`src/rtl/grf_nr_sb_if.sv`:
```
// Register-file port bundle: write/scoreboard request side driven by the master, read data and status by the slave.
interface grf_nr_sb_if #(
  parameter int DW  = 32,
  parameter int AW  = 4,
  parameter int NRD = 2
);
  logic              i_clk_en;
  logic              i_cs_b;
  logic [AW-1:0]     i_waddr;
  logic [DW/8-1:0]   i_wen;
  logic [DW-1:0]     i_din;
  logic              i_wlast;
  logic [NRD*AW-1:0] i_raddr;
  logic [NRD*DW-1:0] o_dout;
  logic [NRD-1:0]    o_busy;
  logic              i_sb_set;
  logic [AW-1:0]     i_sb_addr;
  logic              o_ready;

  modport master (
    output i_clk_en, i_cs_b, i_waddr, i_wen, i_din, i_wlast, i_raddr, i_sb_set, i_sb_addr,
    input  o_dout, o_busy, o_ready
  );

  modport slave (
    input  i_clk_en, i_cs_b, i_waddr, i_wen, i_din, i_wlast, i_raddr, i_sb_set, i_sb_addr,
    output o_dout, o_busy, o_ready
  );
endinterface

```
`src/rtl/grf_nr_sb.sv`:
```
// Register file with byte-enable write, NRD async read ports with write-through bypass, and busy scoreboard.
// Reads 0 cycles, writes 1 cycle; no backpressure: until o_ready the post-reset clear runs and all requests are dropped.
module grf_nr_sb #(
  parameter int DW      = 32,
  parameter int AW      = 4,
  parameter int NRD     = 2,
  parameter int R0_ZERO = 0,
  parameter int BYPASS  = 1
) (
  input  logic         i_clk,
  input  logic         i_rst,
  grf_nr_sb_if.slave   bus
);
  localparam int NREGS = 1 << AW;
  localparam int NB    = DW / 8;

  localparam logic [0:0] ST_INIT = 1'b0;
  localparam logic [0:0] ST_RUN  = 1'b1;

  logic [0:0]       state;
  logic [AW-1:0]    init_cnt;
  logic [DW-1:0]    rf [NREGS];
  logic [NREGS-1:0] busy;

  logic             run;
  logic             wr;
  logic             clr;
  logic             sb_ok;
  logic             setsame;
  logic [DW-1:0]    merged;
  logic [NRD*DW-1:0] dout_v;
  logic [NRD-1:0]   busy_v;
  logic [AW-1:0]    ra;

  assign run = (state == ST_RUN);

  // R0 writes and scoreboard sets are squashed here so R0 can never hold data or go busy.
  assign wr      = run && bus.i_clk_en && !bus.i_cs_b && (|bus.i_wen)
                   && !((R0_ZERO != 0) && (bus.i_waddr == '0));
  assign clr     = wr && bus.i_wlast;
  assign sb_ok   = run && bus.i_clk_en && bus.i_sb_set
                   && !((R0_ZERO != 0) && (bus.i_sb_addr == '0));
  assign setsame = sb_ok && (bus.i_sb_addr == bus.i_waddr);

  always_comb begin
    merged = rf[bus.i_waddr];
    for (int b = 0; b < NB; b++) begin
      if (bus.i_wen[b]) merged[b*8 +: 8] = bus.i_din[b*8 +: 8];
    end
  end

  always_comb begin
    dout_v = '0;
    busy_v = '0;
    ra     = '0;
    for (int k = 0; k < NRD; k++) begin
      ra = bus.i_raddr[k*AW +: AW];
      if (run && !((R0_ZERO != 0) && (ra == '0))) begin
        if ((BYPASS != 0) && wr && (bus.i_waddr == ra)) dout_v[k*DW +: DW] = merged;
        else                                            dout_v[k*DW +: DW] = rf[ra];
        // A clearing writeback is visible in the same cycle, unless a same-address set overrides it.
        busy_v[k] = busy[ra] && !(clr && (bus.i_waddr == ra) && !setsame);
      end
    end
  end

  assign bus.o_dout  = dout_v;
  assign bus.o_busy  = busy_v;
  assign bus.o_ready = run;

  always_ff @(posedge i_clk or posedge i_rst) begin
    if (i_rst) begin
      state    <= ST_INIT;
      init_cnt <= '0;
      busy     <= '0;
    end else if (bus.i_clk_en) begin
      if (state == ST_INIT) begin
        init_cnt <= init_cnt + 1'b1;
        if (&init_cnt) state <= ST_RUN;
      end else begin
        if (clr)   busy[bus.i_waddr]   <= 1'b0;
        if (sb_ok) busy[bus.i_sb_addr] <= 1'b1;
      end
    end
  end

  // Storage has no reset; the INIT walk zeroes it one entry per enabled cycle.
  always_ff @(posedge i_clk) begin
    if (bus.i_clk_en) begin
      if (state == ST_INIT) rf[init_cnt]    <= '0;
      else if (wr)          rf[bus.i_waddr] <= merged;
    end
  end
endmodule

```
`src/flat_wrapper.sv`:
```
// flat-port wrapper written by rule: the top's interface ports become plain ports
module grf_nr_sb_flat 
#(
  parameter int DW      = 32,
  parameter int AW      = 4,
  parameter int NRD     = 2,
  parameter int R0_ZERO = 0,
  parameter int BYPASS  = 1
)
  (i_clk, i_rst, bus_i_clk_en, bus_i_cs_b, bus_i_waddr, bus_i_wen, bus_i_din, bus_i_wlast, bus_i_raddr, bus_i_sb_set, bus_i_sb_addr, bus_o_dout, bus_o_busy, bus_o_ready);
  grf_nr_sb_if #(.DW(DW), .AW(AW), .NRD(NRD)) bus_i ();
  input  logic i_clk;
  input  logic i_rst;
  input wire logic [$bits(bus_i.i_clk_en)-1:0] bus_i_clk_en;
  input wire logic [$bits(bus_i.i_cs_b)-1:0] bus_i_cs_b;
  input wire logic [$bits(bus_i.i_waddr)-1:0] bus_i_waddr;
  input wire logic [$bits(bus_i.i_wen)-1:0] bus_i_wen;
  input wire logic [$bits(bus_i.i_din)-1:0] bus_i_din;
  input wire logic [$bits(bus_i.i_wlast)-1:0] bus_i_wlast;
  input wire logic [$bits(bus_i.i_raddr)-1:0] bus_i_raddr;
  input wire logic [$bits(bus_i.i_sb_set)-1:0] bus_i_sb_set;
  input wire logic [$bits(bus_i.i_sb_addr)-1:0] bus_i_sb_addr;
  output wire logic [$bits(bus_i.o_dout)-1:0] bus_o_dout;
  output wire logic [$bits(bus_i.o_busy)-1:0] bus_o_busy;
  output wire logic [$bits(bus_i.o_ready)-1:0] bus_o_ready;
  assign bus_i.i_clk_en = bus_i_clk_en;
  assign bus_i.i_cs_b = bus_i_cs_b;
  assign bus_i.i_waddr = bus_i_waddr;
  assign bus_i.i_wen = bus_i_wen;
  assign bus_i.i_din = bus_i_din;
  assign bus_i.i_wlast = bus_i_wlast;
  assign bus_i.i_raddr = bus_i_raddr;
  assign bus_i.i_sb_set = bus_i_sb_set;
  assign bus_i.i_sb_addr = bus_i_sb_addr;
  assign bus_o_dout = bus_i.o_dout;
  assign bus_o_busy = bus_i.o_busy;
  assign bus_o_ready = bus_i.o_ready;
  grf_nr_sb #(.DW(DW), .AW(AW), .NRD(NRD), .R0_ZERO(R0_ZERO), .BYPASS(BYPASS)) u_core (.i_clk(i_clk), .i_rst(i_rst), .bus(bus_i));
endmodule
```
`config.mk`:
```
export PLATFORM = sky130hd
export DESIGN_NAME = grf_nr_sb_flat
export DESIGN_NICKNAME = d
export VERILOG_FILES = /design/src/rtl/grf_nr_sb_if.sv /design/src/rtl/grf_nr_sb.sv /design/src/flat_wrapper.sv
export SDC_FILE = /design/constraint.sdc
export NUM_CORES = 1
export LEC_CHECK = 0
export CAP_MARGIN = 10
export CORE_MARGIN = 5
export CORE_UTILIZATION = 55
export DETAILED_ROUTE_END_ITERATION = 8
export MAX_ROUTING_LAYER = met4
export PLACE_DENSITY = 0.72
export SLEW_MARGIN = 0
export SYNTH_ARGS = -nofsm -noshare
export SYNTH_HDL_FRONTEND = slang
export SYNTH_SLANG_ARGS = --single-unit
```
`constraint.sdc`:
```
create_clock -name i_clk -period 4.2 [get_ports i_clk]
set_input_delay 0.84 -clock i_clk [delete_from_list [all_inputs] [get_ports i_clk]]
set_output_delay 0.84 -clock i_clk [all_outputs]
set_load 0.01 [all_outputs]
```
==> summary.md <==
| Metric | Value |
|---|---|
| Worst Setup SP | `bus_i_wen[1]` |
| Hold Path Class | `reg -> reg` |
| DP Area | `34200 um^2` |
| Asr flop ratio synth | `3.94%` |
| Nets@finish | `2378` |
| Chip Height | `approximately 240 um` |
| Fillcell total | `~3700` |
| Clock Sink Count | `533` |
| Share of cells above drive strength 1 | `26.7%` |
| Comb power frac | `24.2%` |
| Hold Fails Final Rpt | `0` |
| Tot GR Track Use | `34.8%` |
| Power Dens Cells | `419 nW/um^2` |
| FF+latch count, synth | `between 500 and 600` |
| Switching Fraction | `29.3%` |
| Worst Setup Start Kind | `input port` |
| Top delay family on crit path | `buffers and inverters` |
| CP max FO | `5` |
| RR Startpoint | `u_core.bus.o_ready` |
| Worst setup margin | `between 0.05 and 0.06 ns` |
| Antenna violations before repair | `1` |
| Cell area after synthesis | `~30000 um^2` |
| Port Buffers | `124` |
| Diode count | `0` |
| CP Cell Sequence | `clkdlybuf4s50_1 > buf_4 > nor4_1 > or3_1 > buf_4 > buf_4 > nor3_4 > buf_12 > buf_4 > a22o_1 > dlygate4sd2_1` |
| Least-Margin Pin Slew | `between 1 and 1.5 ns` |
| Maxcap violations | `0` |
| Final instance area | `36400 um^2` |
| Slew Viols, Final | `0` |
| Reg clk slew, reported paths | `0.06 ns` |
| Largest net degree at the start of global routing | `49` |
| P_leak | `13.7 nW` |
| Vias after detailed routing | `22983` |
| Worst EP required | `approximately 3.4 ns` |
| Ys Warns | `0` |
| Final setup fails | `0` |
| Clock skew | `0.0277 ns` |
| Vias in the first global route | `~23000` |
| Setup CP Type | `in -> out` |
| Root Buffer | `clkbuf_16` |
| CP endpoint | `bus_o_dout[58]` |
| Reg-to-reg endpoint | `u_core.rf[9][9]` |
| Wirelength, routed | `103 mm` |
| Routed len/inst | `33.7 um` |
| IO Count | `between 100 and 150` |
| Worst stage delay on the critical path | `0.45 ns` |
| Dpl ws | `-0.500 ns` |
| Post-synth EDFFs | `512` |
| CTS Buf Count | `57` |
| Die ar. | `between 50000 and 60000 um^2` |
| First-pass GRT wire length | `151 mm` |
| H-tree depth | `2` |
| Core area | `54100 um^2` |
| Maximum vdd ir drop | `0.343 mV` |
| GP Congestion | `0.985` |
| Placed instance count | `2941` |
| First-iteration detailed-routing DRC count | `3052` |
| Slew HR | `between 20 and 30%` |
| CTS Buffer Depth | `3` |
| Dpl hpwl | `65.9 mm` |
| Status | `completed` |
| Mapped Nets | `2123` |
| Final critical path time including I/O delays and setup | `4.15 ns` |
| R2R depth | `9` |
| Mapped Avg Cell Area | `14.6 um^2` |
| Tcrit/Tclk final | `98.7%` |
| Crit end category | `output pin` |
| DRC Markers | `0` |
| Mapped Cells | `between 2000 and 2500` |
| Count of cell types in the netlist | `49` |
| Reg2Reg Setup Slack | `~1.3 ns` |
| Die W | `244 um` |
| Stages on the worst setup path | `11` |
| Worst path bufs/invs | `7` |
| Row cnt | `85` |
| GRT overflow | `0` |
| Clock share of power | `33.0%` |
| Most used DFF post-synth | `edfxtp_1` |
| Worst EP arrival | `3.31 ns` |
| Final core utilization | `about 67%` |
| Fmax achieved | `roughly 240 MHz` |
| Drt pass-1 iters | `6` |
| Power Total | `15.3 mW` |
| Post-route insts no fill | `about 3000` |
| Reg power frac | `42.8%` |
| Final ANT Viol Nets | `0` |
| CTS tree | `built` |
| Share of the yosys chip area belonging to registers | `between 50 and 60%` |
| Starting Density | `55.8%` |
| Clock Latency Late Sink | `roughly 0.63 ns` |
| Synth-to-Final Area Change | `20.5%` |
| Hold_buf cts | `0` |
| RSZ-0062 raised after global routing | `yes` |
| Internal | `about 11 mW` |
| Worst path slowest cell | `clkdlybuf4s50_1` |
| Worst path most repeated cell | `buf_4` |
| Vias per cell | `7.51` |
| Switching power | `around 4.5 mW` |
[power by group through the flow]
| stage | registers (mW) | clock network [mW] | logic [mW] |
|---|---|---|---|
| after floorplan | 6.55 | 0 | 1.86 |
| after global placement | 6.58 | 0 | 3.62 |
| after detailed placement | 6.61 | 0 | 3.67 |
| after CTS | 6.51 | 5.05 | 3.61 |
| after global routing | 6.55 | 5.31 | 3.83 |
| final | 6.52 | 5.04 | 3.70 |
[how the worst min path moves through the flow]
stage	startpoint	endpoint	slack, ns	cells after the start
global route	u_core.busy[12]	u_core.busy[12]	0.57	2
global placement	u_core.busy[12]	u_core.busy[12]	0.50	2
finish	u_core.busy[15]	u_core.busy[15]	0.55	2
CTS	u_core.busy[12]	u_core.busy[12]	0.54	2
detailed placement	u_core.busy[0]	u_core.busy[0]	0.53	2
floorplan	u_core.busy[14]	u_core.busy[14]	0.48	2
[worst min-delay path, cell delays in order, from the launching register on]
cell,delay (ns)
dfrtp_1,0.36
o21ai_0,0.08
o21ai_0,0.07
[synth_stat cells, types with 37 or more instances]
cell type / count / area (um^2)
a221oi_1: 140 / 1230
buf_2: 59 / 295
o21ai_0: 86 / 430
mux2i_1: 384 / 3840
a22oi_1: 52 / 390
edfxtp_1: 512 / 15400
nor2_1: 37 / 139
inv_1: 37 / 139
clkbuf_1: 93 / 349
o22ai_1: 72 / 450
a21oi_1: 55 / 275
nand2_1: 38 / 143
mux4_2: 196 / 4410
[logic make-up (layout without fill, tap and decap cells)]
kind of cell             after synthesis  in the layout  share of synthesized area (%)
AO/OA/AOI/OAI                        530            530                           12.6
XOR/XNOR                              11             11                          0.319
adder cells (fa/ha/maj)                1              1                         0.0414
buffers and inverters                225            524                           3.24
flip-flops                           533            533                           52.7
multiplexers                         613            613                           28.6
AND/OR/NAND/NOR                      151            151                           2.50
[placed cells by master (no fill, tap or decap), types with 26 or more instances in the layout]
cell type	count
mux2i_1	384
a21o_1	26
a221oi_1	140
mux4_2	196
mux2_2	33
nand2_1	36
buf_4	196
clkbuf_16	58
inv_1	37
edfxtp_1	512
a21oi_1	55
and2_1	26
a22o_1	27
buf_12	62
dlygate4sd2_1	44
o22ai_1	69
a22oi_1	52
o21ai_0	86
clkdlybuf4s50_1	47
[final cells by class]
type / count / area [um^2] / share of cell area [%]
flip-flops and latches: 533 / 15900 / 43.7
well taps: 696 / 871 / 2.39
inverters: 39 / 146 / 0.402
multi-input cells: 1306 / 13600 / 37.5
repair buffers: 382 / 3980 / 10.9
clock inverters: 31 / 325 / 0.894
clock buffers: 72 / 1520 / 4.19
[registers in the layout (all words and copies together), names as in the netlist]
register and count:
u_core.init_cnt 4, u_core.rf 512, u_core.busy 16, u_core.bus.o_ready 1
[per-layer routing]
layer  global-route usage (%)  share of wire (%)  vias to the layer above
met5                        -                  0                        -
met4                     14.1                4.7                        0
met3                     9.24                 13                      374
met2                     52.8                 46                     1812
met1                     45.3                 36                    11584
li1                         -                  -                     9213
[metrics by stage]
step / hold slack [ns] / setup TNS (ns)
CTS: 0.542 / -0.0193
floorplan: 0.483 / 0
detailed placement: 0.529 / -12.83
global route: 0.567 / -0.00816
global placement: 0.503 / -11.72
finish: 0.546 / 0
[repair_timing]
item / 4_1_cts / 5_1_grt
resized for setup: 80 / 34
buffers inserted: 8 / 5
pin swaps: 3 / 0
gates cloned: 2 / 0
endpoints found under the setup margin: 65 / 26
Note: power is estimated with default switching activity, not from simulation.
